### config.mk
export PLATFORM = sky130hd
export DESIGN_NAME = converter_seq
export DESIGN_NICKNAME = d
export VERILOG_FILES = /design/src/rtl/converter_seq.sv
export SDC_FILE = /design/constraint.sdc
export NUM_CORES = 1
export LEC_CHECK = 0
export CORE_MARGIN = 2
export CORE_UTILIZATION = 45
export CTS_BUF_LIST = sky130_fd_sc_hd__clkbuf_16
export DETAILED_ROUTE_END_ITERATION = 12
export GPL_TIMING_DRIVEN = 1
export PLACE_DENSITY_LB_ADDON = 0.15
export SYNTH_ARGS = -nofsm -noshare
export SYNTH_HDL_FRONTEND = slang
export SYNTH_SLANG_ARGS = --single-unit
### constraint.sdc
create_clock -name Clk -period 2 [get_ports Clk]
set_input_delay 0.4 -clock Clk [delete_from_list [all_inputs] [get_ports Clk]]
set_output_delay 0.4 -clock Clk [all_outputs]
set_load 0.005 [all_outputs]
### src/rtl/converter_seq.sv
// Sequencer that feeds an Excess-3 digit LSB-first to an external serial
// converter and collects the BCD result. Optional range check: CV_RANGE_CHK_EN.
module converter_seq (
  input  logic       Clk,
  input  logic       Rst,
  input  logic       In_Valid,
  input  logic [3:0] In_Data,
  output logic       In_Ready,
  output logic       Out_Valid,
  output logic [3:0] Out_Data,
  output logic       Out_Err,
  input  logic       Out_Ready,
  output logic       Conv_X,
  output logic       Conv_Rst,
  input  logic       Conv_Z,
  output logic [7:0] Done_Cnt
);

  localparam logic [1:0] S_IDLE  = 2'd0;
  localparam logic [1:0] S_CLR   = 2'd1;
  localparam logic [1:0] S_SHIFT = 2'd2;
  localparam logic [1:0] S_DONE  = 2'd3;

  logic [1:0] state_q, state_d;
  logic [1:0] bit_q, bit_d;
  logic [3:0] digit_q, digit_d;
  logic [3:0] res_q, res_d;
  logic [7:0] cnt_q, cnt_d;

`ifdef CV_RANGE_CHK_EN
  logic err_q, err_d;
  logic in_range;
  assign in_range = (In_Data >= 4'd3) && (In_Data <= 4'd12);
`endif

  always_comb begin
    state_d = state_q;
    bit_d   = bit_q;
    digit_d = digit_q;
    res_d   = res_q;
    cnt_d   = cnt_q;
`ifdef CV_RANGE_CHK_EN
    err_d   = err_q;
`endif
    case (state_q)
      S_IDLE: if (In_Valid) begin
        digit_d = In_Data;
        state_d = S_CLR;
`ifdef CV_RANGE_CHK_EN
        err_d   = 1'b0;
        // out-of-range digits bypass the converter entirely
        if (!in_range) begin
          err_d   = 1'b1;
          res_d   = 4'hF;
          state_d = S_DONE;
        end
`endif
      end
      S_CLR: begin
        bit_d   = 2'd0;
        state_d = S_SHIFT;
      end
      S_SHIFT: begin
        res_d[bit_q] = Conv_Z;
        bit_d        = bit_q + 2'd1;
        if (bit_q == 2'd3) state_d = S_DONE;
      end
      default: if (Out_Ready) begin
        state_d = S_IDLE;
        cnt_d   = cnt_q + 8'd1;
      end
    endcase
  end

  always_ff @(posedge Clk) begin
    if (Rst) begin
      state_q <= S_IDLE;
      bit_q   <= 2'd0;
      digit_q <= 4'd0;
      res_q   <= 4'd0;
      cnt_q   <= 8'd0;
`ifdef CV_RANGE_CHK_EN
      err_q   <= 1'b0;
`endif
    end else begin
      state_q <= state_d;
      bit_q   <= bit_d;
      digit_q <= digit_d;
      res_q   <= res_d;
      cnt_q   <= cnt_d;
`ifdef CV_RANGE_CHK_EN
      err_q   <= err_d;
`endif
    end
  end

  assign In_Ready  = (state_q == S_IDLE);
  assign Out_Valid = (state_q == S_DONE);
  assign Out_Data  = (state_q == S_DONE) ? res_q : 4'd0;
  assign Conv_Rst  = (state_q == S_SHIFT);
  assign Conv_X    = (state_q == S_SHIFT) ? digit_q[bit_q] : 1'b0;
  assign Done_Cnt  = cnt_q;
`ifdef CV_RANGE_CHK_EN
  assign Out_Err   = (state_q == S_DONE) && err_q;
`else
  assign Out_Err   = 1'b0;
`endif

endmodule

==> results of run 1 <==
-- what timing repair did --
item,in CTS,in global routing
pin swaps,0,0
gates resized for setup,2,2
setup endpoints to repair,1,4
-- registers in the layout (all words and copies together) (netlist names) --
register and flops:
Done_Cnt 8, digit_q 4, res_q 4, state_q 2, bit_q 2
-- cell families (layout without fill, tap and decap cells) --
kind of cell | after synthesis | in the layout
multiplexers | 1 | 1
XOR/XNOR | 2 | 2
AND/OR/NAND/NOR | 53 | 53
adder cells (fa/ha/maj) | 10 | 10
AO/OA/AOI/OAI | 24 | 24
flip-flops | 20 | 20
buffers and inverters | 11 | 38
other | 1 | 1
-- worst max-delay path: stages, from the launching register on --
cell	delay (ps)
dfxtp_2	340
mux4_2	480
and2_1	160
dlygate4sd2_1	250
-- cells in the mapped netlist, drive strengths merged --
cell	number
a211oi	1
a21oi	17
and2	5
buf	2
clkbuf	3
conb	1
dfxtp	20
ha	10
inv	6
mux4	1
nand2	16
nand2b	2
nand3	13
nand4	3
nor2	3
nor2b	2
nor3	2
o21ai	3
o31ai	3
or3	4
or3b	1
or4	2
xnor2	1
xor2	1
-- layer usage --
metal	track usage (%)	vias to the layer above	routed length [um]
met2	30.6	22	1020
met3	3.45	4	78
li1	-	479	-
met5	0	-	0
met4	7.89	0	29
met1	22.9	405	992
-- per-stage QoR --
step	instance area, sq um	hold slack [ps]	worst slack, ps	util [%]
after floorplan	1020	432	496	-
after global placement	1310	438	195	59.9
after detailed placement	1310	444	108	59.9
after CTS	1390	452	18.3	63.3
after global routing	1390	465	38.5	63.5
final	1390	448	122	63.5
-- final cells by class --
cell class                 count  area, sq um  share of cell area [%]
multi-input combinational     91          579                    41.6
clock buffer                   3         75.1                    5.40
inverter                       6         22.5                    1.62
sequential                    20          403                    29.0
timing repair buffer          29          277                    19.9
tap                           28         35.0                    2.52
-- cells in the final DEF, fill, tap and decap left out --
cell,count
clkdlybuf4s50_1,23
dfxtp_1,18
a21oi_1,17
nand2_1,16
nand3_1,13
ha_1,9
inv_1,6
and2_1,5
buf_4,5
o31ai_1,3
o21ai_0,3
nor2_1,3
or3_1,3
clkbuf_16,3
nand4_1,2
or4_1,2
nor3_1,2
nor2b_1,2
nand2b_1,2
dfxtp_2,2
mux4_2,1
nand4_2,1
or3_2,1
xnor2_1,1
xor2_1,1
a211oi_1,1
or3b_1,1
ha_2,1
conb_1,1
dlygate4sd2_1,1
-- worst max-delay path by stage --
stage,endpoint,slack [ps]
5_1_grt,Out_Data[3],40
2_1_floorplan,state_q[0],500
3_5_place_dp,Done_Cnt[5],110
3_3_place_gp,Done_Cnt[7],190
6_report,Conv_X,120
4_1_cts,Out_Data[1],20
-- power by group through the flow --
stage | clock (W) | combinational (W) | sequential, W
floorplan | 0 | 0.000289 | 0.000483
global placement | 0 | 0.000449 | 0.000489
detailed placement | 0 | 0.000459 | 0.000491
CTS | 0.000407 | 0.000466 | 0.000483
global route | 0.000428 | 0.000521 | 0.000495
finish | 0.000399 | 0.000465 | 0.000487
==> results.ini, run 1 <==
[power]
max-vdd-ir-drop_v = 0.000503
p_leak_nw = 0.511
switching_share_pct = 30.5
power.switching_w = 0.000412
power.internal_w = 0.000939
p_total_w = 0.00135
pwr-share-comb_pct = 34.4
p_per_area_nw_per_um2 = 971
seqPwrFrac_pct = 36.1
pwr-share-clk_pct = 29.5

[setup_path]
crit_required_ps = 1600
r2r_slack_ps = 320
cp-end-kind = output pin
criticalPathCategory = reg2out
rr_endpoint = state_q[0]
crit_arrival_ps = 1480
cp-start-kind = register
r2r.worst_path.cells = 5
r2r-start = state_q[0]
startpoint = bit_q[0]
crit_fanout = 2

[cts]
ctsHoldBuffers = 0
cts_buffers = 3
root_buffer = clkbuf_16
cts_tree = done
cts.sinks = 20
ctsLongestPathBuffers = 2
postCtsSetupBuffers = 0
worstSkewPairLatency_ps = 250
path_clk_slew_ps = 50
htree_num_levels = 1

[final_layout]
stdcell_count = 177
layout-drive-gt1-share_pct = 9.40
fillerInstances = 188
diodes = 0
nets = 170
synthToLayoutAreaGrowth_pct = 35.9

[global_route]
grt_max_degree = 21
grt-ovfl-total = 0
antenna_found_initial = 0
grt_first_pass_wirelength_mm = 3.64
grt_usage_pct = 18.3
grt_pass1_vias = 811

[detailed_routing]
wl_mm = 2.11
wl_per_cell_um = 11.9
drc = 0
ant_nets = 0
routed_via_density = 5.14
drt_iter0_drc = 12
first_pass_iters = 4
route.vias.total = 910

[logic_synthesis]
synth-seq-cells = 20
synth_simple_gate_area_share_pct = 27.1
synth_top_family_by_area = simple AND/OR/NAND/NOR gates
avgSynthCellArea_sq_um = 8.39
syn_area_sq_um = 1020
synthAdderAreaFrac_pct = 12.2
yosysSeqAreaShare_pct = 39.1
yosysWarnings = 0
synth_cells = 122
yosys-top-cells-area = dfxtp_1 (39%), ha_1 (12%), a21oi_1 (8.3%)
synth_compound_area_share_pct = 12.7
syn_nets = 141
muxShareOfSynthArea_pct = 2.20
synthXorXnorAreaFrac_pct = 1.71
synth_top_area_cell = dfxtp_1
synth_cell_type_count = 27
post-synth-top-area-fraction_pct = 39.1

[worst_hold_path]
min_to = res_q[2]
hp-class = reg2reg
hold_depth = 2
min_from = res_q[2]

[floorplanning]
dieArea_sq_um = 2670
die_h_um = 51.7
rows = 17
start_util_pct = 46.7
core-area_sq_um = 2190
num_io_pins = 26
fp.dieW_um = 51.7

[timing]
setup_viol = 0
drv_slew = 0
period_minus_slack_ps = 1880
fmax_ghz = 0.533
grt_setup_unrepaired = false
hold_viol = 0
fin_crit_sh_pct = 93.9
tns_ps = 0
fin_skew_ps = 3.44

[place]
io_buffer_count = 24
gp_congestion = 0.702
detailed_place_hpwl_mm = 1.55
place_inst = 174

[run_status]
outcome = completed

[job]
maxCapViolCount = 0

No activity file was read; power rests on OpenSTA's default activity.
==> inputs of run 2 (changes only) <==
--- a/config.mk
+++ b/config.mk
@@ -11,6 +11,7 @@
 export DETAILED_ROUTE_END_ITERATION = 12
 export GPL_TIMING_DRIVEN = 1
 export PLACE_DENSITY_LB_ADDON = 0.15
+export SETUP_SLACK_MARGIN = 0.2
 export SYNTH_ARGS = -nofsm -noshare
 export SYNTH_HDL_FRONTEND = slang
 export SYNTH_SLANG_ARGS = --single-unit
==> results.ini, run 2 (synthesized netlist as in run 1, its figures left out) <==
[floorplanning]
die_h_um = 51.7
num_io_pins = 26
fp.dieW_um = 51.7
start_util_pct = 46.7
core-area_sq_um = 2190
rows = 17
dieArea_sq_um = 2670

[cts]
postCtsSetupBuffers = 0
cts_buffers = 3
path_clk_slew_ps = 50
worstSkewPairLatency_ps = 250
cts.sinks = 20
root_buffer = clkbuf_16
ctsLongestPathBuffers = 2
cts_tree = done
htree_num_levels = 1

[timing]
hold_viol = 0
fin_skew_ps = 2.11
grt_setup_unrepaired = true
period_minus_slack_ps = 1810
fin_crit_sh_pct = 90.3
drv_slew = 0
fmax_ghz = 0.554
setup_viol = 0
tns_ps = 0

[final_layout]
nets = 170
stdcell_count = 177
layout-drive-gt1-share_pct = 12.1
layout_commonest_cell = clkdlybuf4s50_1
stdcell_area_sq_um = 1420
largest_reg_flops = 8
synthToLayoutAreaGrowth_pct = 39.1
diodes = 0
mostFrequentLayoutCells = clkdlybuf4s50_1 (20), dfxtp_1 (17), a21oi_1 (17)

[detailed_routing]
ant_nets = 0
wl_per_cell_um = 12.2
routed_via_density = 5.24
drc = 0
route.vias.total = 928
drt_iter0_drc = 19
wl_mm = 2.16
first_pass_iters = 4

[setup_path]
rr_endpoint = Done_Cnt[5]
r2r-start = state_q[1]
cpPeakStageDelay_ps = 500
cp-end-kind = output pin
crit_fanout = 4
crit_slowest_cell = clkdlybuf4s50_1
r2r.worst_path.cells = 4
cp-endpoint = Conv_Rst
startpoint = state_q[0]
path_cells = inv_2 > ha_1 > clkdlybuf4s50_1
cp-start-kind = register
criticalPathCategory = reg2out
crit_required_ps = 1600
crit_arrival_ps = 1410
r2r_slack_ps = 420

[global_route]
antenna_found_initial = 0
grt-ovfl-total = 0
grt_usage_pct = 18.5
grt_pass1_vias = 835
grt_first_pass_wirelength_mm = 3.70
grt_max_degree = 21

[place]
place_inst = 174
io_buffer_count = 24
detailed_place_hpwl_mm = 1.55
placed_cell_area_sq_um = 1310
gp_congestion = 0.702

[power]
p_per_area_nw_per_um2 = 994
p_leak_nw = 0.566
max-vdd-ir-drop_v = 0.000644

[worst_hold_path]
hp-class = reg2reg

[run_status]
outcome = completed

[job]
maxCapViolCount = 0

run 2: through the flow:
stage	hold WS [ps]	util (%)	setup slack [ps]	total power, W
3_3_place_gp	438	59.9	195	0.000938
4_1_cts	452	64.2	184	0.00138
5_1_grt	465	65.0	150	0.00151
3_5_place_dp	444	59.9	108	0.000950
6_report	448	65.0	194	0.00141
2_1_floorplan	432	-	496	0.000772
run 2: worst min-delay path by stage:
| stage | from | end | slack (ps) | cells after the start |
|---|---|---|---|---|
| after global placement | res_q[1] | res_q[1] | 440 | 2 |
| after global routing | res_q[1] | res_q[1] | 470 | 2 |
| final | res_q[2] | res_q[2] | 450 | 2 |
| after CTS | res_q[0] | res_q[0] | 450 | 2 |
| after floorplan | res_q[0] | res_q[0] | 430 | 2 |
| after detailed placement | res_q[0] | res_q[0] | 440 | 2 |
run 2: what timing repair did:
action,in CTS,in global routing
hold buffers,0,0
gates resized for setup,9,7
setup endpoints to repair,8,7
pin swaps,1,0
run 2: layout make-up:
cell class | instances | area, sq um
inverters | 6 | 22.5
repair buffers | 29 | 280
well taps | 28 | 35.0
fillers | 187 | 767
multi-input cells | 91 | 602
flip-flops and latches | 20 | 409
clock buffers | 3 | 75.1
run 2: worst max-delay path: cells and delay by family (launching register included):
family | cells | cell delay (ps)
buffers and inverters | 2 | 610
flip-flops | 1 | 360
adder cells (fa/ha/maj) | 1 | 190
run 2: routing by layer:
| layer | track usage, % | part of all wire [%] | vias up |
|---|---|---|---|
| li1 | - | - | 480 |
| met1 | 22.6 | 44 | 422 |
| met2 | 31.8 | 50 | 22 |
| met3 | 3.45 | 4.1 | 4 |
| met4 | 7.89 | 1.3 | 0 |
| met5 | 0 | 0 | - |
run 2: where the power goes:
| group | internal, W | leakage (nW) | switching [W] |
|---|---|---|---|
| Sequential | 0.000456 | 0.164 | 0.0000497 |
| Clock | 0.000263 | 0.0370 | 0.000135 |
| Combinational | 0.000261 | 0.365 | 0.000249 |
| Total | 0.000981 | 0.566 | 0.000434 |
==> inputs of run 3 (changes only) <==
--- a/config.mk
+++ b/config.mk
@@ -12,6 +12,7 @@
 export GPL_TIMING_DRIVEN = 1
 export PLACE_DENSITY_LB_ADDON = 0.15
 export SETUP_SLACK_MARGIN = 0.2
+export SKIP_CTS_REPAIR_TIMING = 1
 export SYNTH_ARGS = -nofsm -noshare
 export SYNTH_HDL_FRONTEND = slang
 export SYNTH_SLANG_ARGS = --single-unit
==> results.ini, run 3 (synthesized netlist as in run 1, its figures left out) <==
[floorplanning]
start_util_pct = 46.7
dieArea_sq_um = 2670
rows = 17
core-area_sq_um = 2190
fp.dieW_um = 51.7
die_h_um = 51.7
num_io_pins = 26

[final_layout]
synthToLayoutAreaGrowth_pct = 40.6
stdcell_area_sq_um = 1440
diodes = 0
layout-drive-gt1-share_pct = 13.2
mostFrequentLayoutCells = clkdlybuf4s50_1 (19), dfxtp_1 (17), a21oi_1 (17)
largest_reg_flops = 8
layout_commonest_cell = clkdlybuf4s50_1
post-route-util_pct = 65.7
nets = 172

[setup_path]
cp-start-kind = register
crit_fanout = 4
crit_arrival_ps = 1400
crit_required_ps = 1600
cp-end-kind = output pin
criticalPathCategory = reg2out

[power]
p_per_area_nw_per_um2 = 972
max-vdd-ir-drop_v = 0.000519
p_leak_nw = 0.596

[cts]
cts.sinks = 20
path_clk_slew_ps = 60
root_buffer = clkbuf_16
htree_num_levels = 1
cts_tree = done
ctsLongestPathBuffers = 2
worstSkewPairLatency_ps = 250
cts_buffers = 3

[detailed_routing]
drc = 0
wl_per_cell_um = 12.2
routed_via_density = 5.20
ant_nets = 0
drt_iter0_drc = 24
route.vias.total = 930
first_pass_iters = 4
wl_mm = 2.19

[timing]
fin_crit_sh_pct = 90.1
fmax_ghz = 0.555
period_minus_slack_ps = 1800
grt_setup_unrepaired = true
fin_skew_ps = 4.03
drv_slew = 0
hold_viol = 0
setup_viol = 0

[place]
gp_congestion = 0.702
detailed_place_hpwl_mm = 1.55
io_buffer_count = 24
placed_cell_area_sq_um = 1310

[global_route]
grt_usage_pct = 18.4
grt_first_pass_wirelength_mm = 3.65
grt_max_degree = 21
grt-ovfl-total = 0
grt_pass1_vias = 815
antenna_found_initial = 0

[worst_hold_path]
hp-class = reg2reg

[run_status]
outcome = completed

[job]
maxCapViolCount = 0

==> run 3: per-stage QoR <==
step / hold slack, ps / cells / setup WS (ps) / power (W) / TNS (ps)
floorplan: 432 / 122 / 496 / 0.000772 / 0
global placement: 438 / 174 / 195 / 0.000938 / 0
detailed placement: 444 / 174 / 108 / 0.000950 / 0
CTS: 452 / 177 / -108 / 0.00136 / -108
global route: 465 / 179 / 156 / 0.00149 / 0
finish: 448 / 179 / 197 / 0.00140 / 0
==> run 3: power breakdown <==
| part | internal [W] | switching (W) | total, W |
|---|---|---|---|
| sequential | 0.000453 | 0.0000502 | 0.000503 |
| combinational | 0.000250 | 0.000241 | 0.000491 |
| clock | 0.000263 | 0.000141 | 0.000405 |
| total | 0.000966 | 0.000433 | 0.00140 |
==> run 3: layer usage <==
metal	up-vias	GRT usage, %	wire, um
met5	-	0	0
met4	0	7.89	29
met3	4	3.45	102
met2	26	30.6	1070
met1	417	23.1	984
li1	483	-	-
==> run 3: final cells by class <==
type	count	area, sq um
Multi-Input combinational cell	91	594
Fill cell	187	752
Clock buffer	3	75.1
Sequential cell	20	407
Inverter	6	22.5
Tap cell	28	35.0
Timing Repair Buffer	31	305
==> run 3: worst max-delay path, stage by stage, from the launching register on <==
cell	delay, ps
dfxtp_2	380
ha_4	160
and2_1	120
clkdlybuf4s50_1	490
==> run 3: path summary, 6_finish.rpt <==
path	from	end	slack [ps]	cells after the start
min	res_q[2]	res_q[2]	450	2
min reg2reg	res_q[2]	res_q[2]	450	2
max	state_q[0]	Out_Data[1]	200	3
max reg2reg	state_q[0]	state_q[0]	370	6
